File: src/rtl/parking_pkg.sv
// Shared types and constants for the parking-lot controller.
package parking_pkg;

    typedef enum logic [1:0] {
        IDLE      = 2'd0,
        EXIT_RD   = 2'd1,
        EXIT_COST = 2'd2
    } state_e;

    localparam logic [1:0] ERR_CONFLICT = 2'd0;
    localparam logic [1:0] ERR_DUP      = 2'd1;
    localparam logic [1:0] ERR_FULL     = 2'd2;
    localparam logic [1:0] ERR_ABSENT   = 2'd3;

endpackage

File: src/rtl/parking_tick_timer.sv
// Time base: divides clk by TICK_DIV and advances a wrapping tick counter.
module parking_tick_timer #(
    parameter int unsigned TICK_DIV = 50_000_000,
    parameter int unsigned TIME_W   = 8
) (
    input  logic              clk,
    input  logic              reset,
    output logic [TIME_W-1:0] time_o
);

    localparam int unsigned DIV_W = $clog2(TICK_DIV);

    logic [DIV_W-1:0]  div_q;
    logic [TIME_W-1:0] time_q;

    always_ff @(posedge clk) begin
        if (reset) begin
            div_q  <= '0;
            time_q <= '0;
        end else if (div_q == DIV_W'(TICK_DIV - 1)) begin
            div_q  <= '0;
            time_q <= time_q + TIME_W'(1);
        end else begin
            div_q  <= div_q + DIV_W'(1);
        end
    end

    assign time_o = time_q;

endmodule

File: src/rtl/parking_lot_ctrl.sv
// Parking-lot controller: occupancy table, entry-time storage and saturating exit fee.
module parking_lot_ctrl
    import parking_pkg::*;
#(
    parameter  int unsigned ID_W     = 3,
    parameter  int unsigned SLOTS    = 4,
    parameter  int unsigned TIME_W   = 8,
    parameter  int unsigned COST_W   = 12,
    parameter  int unsigned RATE     = 2,
    parameter  int unsigned MIN_FEE  = 1,
    parameter  int unsigned TICK_DIV = 50_000_000,
    localparam int unsigned CNT_W    = $clog2(SLOTS + 1)
) (
    input  logic              clk,
    input  logic              reset,
    input  logic              entry,
    input  logic              exit,
    input  logic [ID_W-1:0]   car_id,
    output logic              ready,
    output logic              entry_ack,
    output logic              exit_ack,
    output logic [COST_W-1:0] ccost,
    output logic              cost_valid,
    output logic              err,
    output logic [1:0]        err_code,
    output logic [CNT_W-1:0]  cars_count,
    output logic              is_empty,
    output logic              is_full,
    output logic [TIME_W-1:0] current_time
);

    localparam int unsigned N_IDS  = 2 ** ID_W;
    localparam int unsigned PROD_W = TIME_W + COST_W;

    state_e             state_q, state_d;
    logic [ID_W-1:0]    id_q, id_d;
    logic [TIME_W-1:0]  dur_q, dur_d;
    logic [N_IDS-1:0]   occ_q, occ_d;
    logic [TIME_W-1:0]  tin_q [N_IDS];
    logic [CNT_W-1:0]   count_q, count_d;
    logic [COST_W-1:0]  ccost_q, ccost_d;
    logic               ready_q, entry_ack_q, exit_ack_q, cost_valid_q, err_q;
    logic               entry_ack_d, exit_ack_d, cost_valid_d, err_d;
    logic [1:0]         err_code_q, err_code_d;
    logic               is_empty_q, is_full_q;
    logic               tin_we;
    logic [PROD_W-1:0]  prod_c;
    logic [COST_W-1:0]  fee_c;
    logic [TIME_W-1:0]  time_c;

    parking_tick_timer #(
        .TICK_DIV (TICK_DIV),
        .TIME_W   (TIME_W)
    ) u_timer (
        .clk    (clk),
        .reset  (reset),
        .time_o (time_c)
    );

    // Fee is formed at full product width, floored at MIN_FEE, then saturated.
    always_comb begin
        prod_c = PROD_W'(dur_q) * PROD_W'(RATE);
        if (prod_c < PROD_W'(MIN_FEE)) begin
            prod_c = PROD_W'(MIN_FEE);
        end
        if (prod_c > PROD_W'({COST_W{1'b1}})) begin
            fee_c = '1;
        end else begin
            fee_c = prod_c[COST_W-1:0];
        end
    end

    always_comb begin
        state_d      = state_q;
        id_d         = id_q;
        dur_d        = dur_q;
        occ_d        = occ_q;
        count_d      = count_q;
        ccost_d      = ccost_q;
        entry_ack_d  = 1'b0;
        exit_ack_d   = 1'b0;
        cost_valid_d = 1'b0;
        err_d        = 1'b0;
        err_code_d   = 2'd0;
        tin_we       = 1'b0;
        case (state_q)
            IDLE: begin
                if (entry && exit) begin
                    err_d      = 1'b1;
                    err_code_d = ERR_CONFLICT;
                end else if (entry) begin
                    if (occ_q[car_id]) begin
                        err_d      = 1'b1;
                        err_code_d = ERR_DUP;
                    end else if (count_q == CNT_W'(SLOTS)) begin
                        err_d      = 1'b1;
                        err_code_d = ERR_FULL;
                    end else begin
                        occ_d[car_id] = 1'b1;
                        tin_we        = 1'b1;
                        count_d       = count_q + CNT_W'(1);
                        entry_ack_d   = 1'b1;
                    end
                end else if (exit) begin
                    if (!occ_q[car_id]) begin
                        err_d      = 1'b1;
                        err_code_d = ERR_ABSENT;
                    end else begin
                        id_d    = car_id;
                        state_d = EXIT_RD;
                    end
                end
            end
            EXIT_RD: begin
                // Unsigned subtraction gives the modulo-2^TIME_W duration across wrap.
                dur_d       = time_c - tin_q[id_q];
                occ_d[id_q] = 1'b0;
                count_d     = count_q - CNT_W'(1);
                state_d     = EXIT_COST;
            end
            EXIT_COST: begin
                ccost_d      = fee_c;
                cost_valid_d = 1'b1;
                exit_ack_d   = 1'b1;
                state_d      = IDLE;
            end
            default: state_d = IDLE;
        endcase
    end

    always_ff @(posedge clk) begin
        if (reset) begin
            state_q      <= IDLE;
            id_q         <= '0;
            dur_q        <= '0;
            occ_q        <= '0;
            count_q      <= '0;
            ccost_q      <= '0;
            ready_q      <= 1'b1;
            entry_ack_q  <= 1'b0;
            exit_ack_q   <= 1'b0;
            cost_valid_q <= 1'b0;
            err_q        <= 1'b0;
            err_code_q   <= 2'd0;
            is_empty_q   <= 1'b1;
            is_full_q    <= 1'b0;
        end else begin
            state_q      <= state_d;
            id_q         <= id_d;
            dur_q        <= dur_d;
            occ_q        <= occ_d;
            count_q      <= count_d;
            ccost_q      <= ccost_d;
            ready_q      <= (state_d == IDLE);
            entry_ack_q  <= entry_ack_d;
            exit_ack_q   <= exit_ack_d;
            cost_valid_q <= cost_valid_d;
            err_q        <= err_d;
            err_code_q   <= err_code_d;
            is_empty_q   <= (count_d == '0);
            is_full_q    <= (count_d == CNT_W'(SLOTS));
        end
    end

    // Entry times carry no reset; occupancy bits qualify them.
    always_ff @(posedge clk) begin
        if (tin_we) begin
            tin_q[car_id] <= time_c;
        end
    end

    assign ready        = ready_q;
    assign entry_ack    = entry_ack_q;
    assign exit_ack     = exit_ack_q;
    assign ccost        = ccost_q;
    assign cost_valid   = cost_valid_q;
    assign err          = err_q;
    assign err_code     = err_code_q;
    assign cars_count   = count_q;
    assign is_empty     = is_empty_q;
    assign is_full      = is_full_q;
    assign current_time = time_c;

endmodule

File: config.mk
export PLATFORM = sky130hd
export DESIGN_NAME = parking_lot_ctrl
export DESIGN_NICKNAME = d
export VERILOG_FILES = /design/src/rtl/parking_pkg.sv /design/src/rtl/parking_tick_timer.sv /design/src/rtl/parking_lot_ctrl.sv
export SDC_FILE = /design/constraint.sdc
export NUM_CORES = 1
export LEC_CHECK = 0
export BUFFER_PORTS_ARGS = -buffer_cell sky130_fd_sc_hd__buf_4
export CAP_MARGIN = 0
export CORE_MARGIN = 4
export CORE_UTILIZATION = 59
export CTS_CLUSTER_DIAMETER = 50
export CTS_CLUSTER_SIZE = 8
export DETAILED_ROUTE_END_ITERATION = 7
export PLACE_DENSITY = 0.78
export SLEW_MARGIN = 20
export SYNTH_ARGS = -nofsm -noshare
export SYNTH_HDL_FRONTEND = slang
export SYNTH_HIERARCHICAL = 1
export SYNTH_SLANG_ARGS = --single-unit
File: constraint.sdc
create_clock -name clk -period 3.32 [get_ports clk]
set_input_delay 0.664 -clock clk [delete_from_list [all_inputs] [get_ports clk]]
set_output_delay 0.664 -clock clk [all_outputs]
set_load 0.01 [all_outputs]
# Word-level counts from Yosys, hierarchy flattened
# Memories as Yosys holds them, arrays and structs flattened. A register that Yosys moved wholly into a read port is not among the register bits.
# Cells that the tools add are included.
dict set report word_totals {
  reg_bits 78
  ramBits 64
  inputBits 7
  memories 1
}
# name words word_bits read_ports rd_ports_with_merged_regs write_ports line_no
set memory_table {}
lappend memory_table {tin_q 8 8 1 1 1 parking_lot_ctrl.sv:39} ;# logic [TIME_W-1:0] tin_q [N_IDS];
dict set report classes {
  addsub 5
  magnitude_cmp 6
  n_eq_ne 9
  mux 44
  n_bitwise 6
  n_reduce_logical 12
}
# operator n
set ops {}
lappend ops {{$mux W8} 4}
lappend ops {{$add A26 B1 Y26 const B} 1}
lappend ops {{$eq A26 B26 Y1 const B} 1}
lappend ops {{$gt A20 B12 Y1 const B} 1}
lappend ops {{$mux W2} 9}
lappend ops {{$mux W3} 6}
lappend ops {{$mux W1} 17}
lappend ops {{$pmux W8 S2} 1}
lappend ops {{$mux W12} 1}
lappend ops {{$reduce_and A5 Y1} 2}
lappend ops {{$lt A9 B1 Y1 const B} 1}
lappend ops {{$mux W9} 1}
lappend ops {{$add A8 B1 Y8 const B} 1}
lappend ops {{$and A8 B8 Y8} 1}
lappend ops {{$lt A3 B4 Y1 const B} 2}
lappend ops {{$ne A2 B2 Y1 const B} 4}
lappend ops {{$not A8 Y8} 1}
lappend ops {{$or A8 B8 Y8} 1}
lappend ops {{$sub A8 B8 Y8} 1}
lappend ops {{$demux W1 S3} 2}
lappend ops {{$eq A3 B3 Y1 const B} 2}
lappend ops {{$ge A3 B1 Y1 const B} 2}
lappend ops {{$pmux W3 S2} 1}
lappend ops {{$logic_not A2 Y1} 2}
lappend ops {{12 further kinds} 17}

# Depth between registers and ports, before layout
dict set report depth {
  ltp_word 10
  ltp_mapped 12
  depth_no_buf 11
}

# By module
# Netlist, hierarchy kept.
# mod n_inst cells_each area_each_um2 seq_area_each_um2
set modules_own_cells {}
lappend modules_own_cells {parking_lot_ctrl 1 359 4647.0 2802.7}
lappend modules_own_cells {parking_tick_timer 1 194 1675.4 680.7}

# Worst setup path after synthesis
# OpenSTA, ideal clock, no wires.
dict set report synth_path {
  kind {reg-to-reg}
  startpoint {register (tool-made name)}
  endpoint {register dur_q[3]}
  arrival_time_ns 2.785
  required_time_ns 3.188
  path_slack_ns 0.403
  path_stages_with_launch 11
  n_path_buf 2
  synth_period_minus_slack_ns 2.917
  path_cell_list {dfxtp_1 clkbuf_1 buf_2 mux4_2 mux2i_1 ha_1 nor2b_1 o21ai_0 or3b_2 nand4_1 a21oi_1}
}
# element line_no
set synth_lines {}
lappend synth_lines {{to (signal assigned)} parking_lot_ctrl.sv:150} ;# dur_q <= dur_d;
lappend synth_lines {{to (decl)} parking_lot_ctrl.sv:37} ;# logic [TIME_W-1:0] dur_q, dur_d;

==> results.sh <==
export IMPL_worstPathRequired_ps=3730
export IMPL_io_pin_count=39
export IMPL_placementRows=37
export IMPL_ir_drop_mv=0.319
export IMPL_insertion_delay_ps=520
export IMPL_vias=4475
export IMPL_startpoint_type="flip-flop"
export IMPL_hpwl_um=8500
export IMPL_clk_pin_slew_worst_paths_ps=60
export IMPL_cts_sink_count=142
export IMPL_ys_types=69
export IMPL_grt_max_degree=52
export IMPL_r2r_slack_ps=520
export IMPL_area_growth_pct=14.2
export IMPL_numCtsBuffers=17
export IMPL_post_cts_buffers=0
export IMPL_final_nets=602
export IMPL_synth_area_per_cell_um2=11.4
export IMPL_pwr_share_seq_pct=48.0
export IMPL_syn_instance_count=553
export IMPL_cts_tree="done"
export IMPL_fill_cells=748
export IMPL_switching_share_pct=20.8
export IMPL_die_area_mm2=0.0124
export IMPL_grt_pass1_vias=4333
export IMPL_cts_htree_levels=4
export IMPL_cts_resized=0
export IMPL_cts_path_max_buffers=2
export IMPL_synth_edff_count=64
export IMPL_ys_seq_area_share_pct=55.1
export IMPL_post_synth_main_area_contributors="edfxtp_1, dfxtp_1, mux4_2"
export IMPL_antenna_found_initial=0
export IMPL_cts_root_buf="clkbuf_8"
export IMPL_grt_pass1_wl_um=22000
export IMPL_path_class="flip-flop to flip-flop"
export IMPL_synthArstFlopShare_pct=0
export IMPL_die_h_um=112
export IMPL_totalNegativeSetupSlack_ps=0
export IMPL_drv_slew=0
export IMPL_synth_most_common_cell="dfxtp_1"
export IMPL_worst_pin_slew_ps=925
export IMPL_firstDrtPassIters=6
export IMPL_status="finished, final reports clean"
export IMPL_antenna_left=0
export IMPL_synth_top_area_cell="edfxtp_1"
export IMPL_ys_warnings_count=6
export IMPL_drt_total_wl_um=13200
export IMPL_io_buffers=35
export IMPL_multi_input_area_mm2=0.00261
export IMPL_gp_congestion=0.855
export IMPL_die_width_um=112
export IMPL_yosys_top_cells_count="dfxtp_1, edfxtp_1, nand2_1"
export IMPL_total_power_mw=3.85
export IMPL_p_leak_nw=2.61
export IMPL_finalCritPeriodShare_pct=84.4
export IMPL_endpoint_kind="flip-flop"
export IMPL_wl_per_cell_um=18.1
export IMPL_setup_viol=0
export IMPL_critPathArrivalTime_ps=3210
export IMPL_internal_power_mw=3.05
export IMPL_slew_headroom_pct=38.2
export IMPL_rsz0062_at_grt="false"
export IMPL_grt_usage_pct=22.4
export IMPL_clock_fmax_mhz=357
export IMPL_start_util_pct=61.0
export IMPL_drive_above_1_share_pct=19.0
export IMPL_synth_seq_cells=142
export IMPL_synth_ff_type="dfxtp_1"
export IMPL_seq_area_mm2=0.00348
export IMPL_power_switching_uw=799
export IMPL_hp_class="input pin to flip-flop"
export IMPL_via_per_inst=6.12
export IMPL_comb_power_share_pct=3.2
export IMPL_fin_crit_ps=2800
export IMPL_diodes=0
export IMPL_hold_viol=0
export IMPL_crit_fanout=11
export IMPL_hold_buffers=0
export IMPL_drc_errors=0
export IMPL_skew_ps=9.21
export IMPL_cap_violations=0
export IMPL_grt_ovfl_total=0
export IMPL_powerDensity_mw_per_mm2=532
export IMPL_drtIter0Drc=329
export IMPL_synth_area_mm2=0.00632
export IMPL_core_area_mm2=0.0104
export IMPL_synth_top_area_share_pct=30.4
export IMPL_pwr_share_clk_pct=48.8
## registers in the layout, indices dropped and copies added (netlist names), named ones only
register and cells:
tin_q 64, u_timer/div_q 26, ccost 9, dur_q 8, occ_q 8, u_timer/time_o 8
cars_count 3, id_q 3, err_code 2, state_q 2, cost_valid 1, entry_ack 1
err 1, is_empty 1, is_full 1, ready 1
## logic make-up after synthesis
| group | Yosys count | share of synthesized area, % |
|---|---|---|
| adders and majority gates | 13 | 2.69 |
| and+or+nand+nor | 204 | 17.2 |
| DFF | 142 | 55.1 |
| other | 1 | 0.0593 |
| xor gates and xnor gates | 16 | 2.22 |
| buffers and inverters | 48 | 3.70 |
| AOI/OAI and AO/OA | 91 | 9.50 |
| muxes | 38 | 9.54 |
## routing by layer
| layer | GRT usage (%) | vias up | share of wire [%] | wire length, um |
|---|---|---|---|---|
| met5 | 0 | - | 0 | 0 |
| met4 | 8.68 | 0 | 2.0 | 271 |
| met3 | 5.38 | 22 | 6.4 | 853 |
| met2 | 35.9 | 175 | 49 | 6440 |
| met1 | 29.8 | 2179 | 43 | 5670 |
| li1 | - | 2099 | - | - |
## per-stage QoR
stage / setup slack, ps / instances / utilization [%] / hold WS [ps] / instance area (um2)
2_1_floorplan: 403 / 555 / - / 438 / 6330
3_3_place_gp: 614 / 699 / 63.9 / 446 / 6630
3_5_place_dp: 561 / 699 / 63.9 / 451 / 6630
4_1_cts: 521 / 731 / 69.6 / 407 / 7220
5_1_grt: 263 / 731 / 69.6 / 423 / 7220
6_report: 517 / 731 / 69.6 / 419 / 7220
## area by class of cell
class | count | area share [%]
Multi-Input combinational cell | 365 | 36.2
Timing Repair Buffer | 40 | 4.16
Inverter | 16 | 0.832
Tap cell | 136 | 2.36
Sequential cell | 142 | 48.2
Clock buffer | 19 | 5.98
Clock inverter | 13 | 2.27
## power groups by stage
stage / logic [mW] / registers [mW] / clock network [mW]
after global placement: 0.119 / 1.88 / 0
after detailed placement: 0.122 / 1.88 / 0
after CTS: 0.125 / 1.85 / 1.90
final: 0.125 / 1.85 / 1.88
after floorplan: 0.0876 / 1.88 / 0
after global routing: 0.138 / 1.85 / 1.98
## cell usage in the layout, fill, tap and decap left out, types with 15 or more instances in the layout
cell type and n:
dfxtp_1 78, edfxtp_1 64, nand2_1 44, nor2_1 43
buf_4 40, a21oi_1 37, nand3_1 19, o21ai_0 18
mux4_2 16, inv_1 16, clkbuf_16 16, nand4_1 15
## worst paths after layout
check | startpoint | to | cells past startpoint
max | flip-flop | dur_q[6]$_SDFFE_PP0P_ | 10
min | entry | err$_SDFF_PP0_ | 3
max reg2reg | flip-flop | dur_q[6]$_SDFFE_PP0P_ | 10
min reg2reg | ccost[0]$_SDFFE_PP0P_ | ccost[0]$_SDFFE_PP0P_ | 2
## worst max-delay path, stage by stage (launching register included)
cell and delay (ps):
dfxtp_1 480, buf_4 320, mux4_2 540, mux2i_1 160
ha_1 300, a21o_1 200, a21oi_1 220, nor2b_1 70
o21ai_0 210, or4_1 140, nand3_1 70
Note: power is estimated with default switching activity, not from simulation.
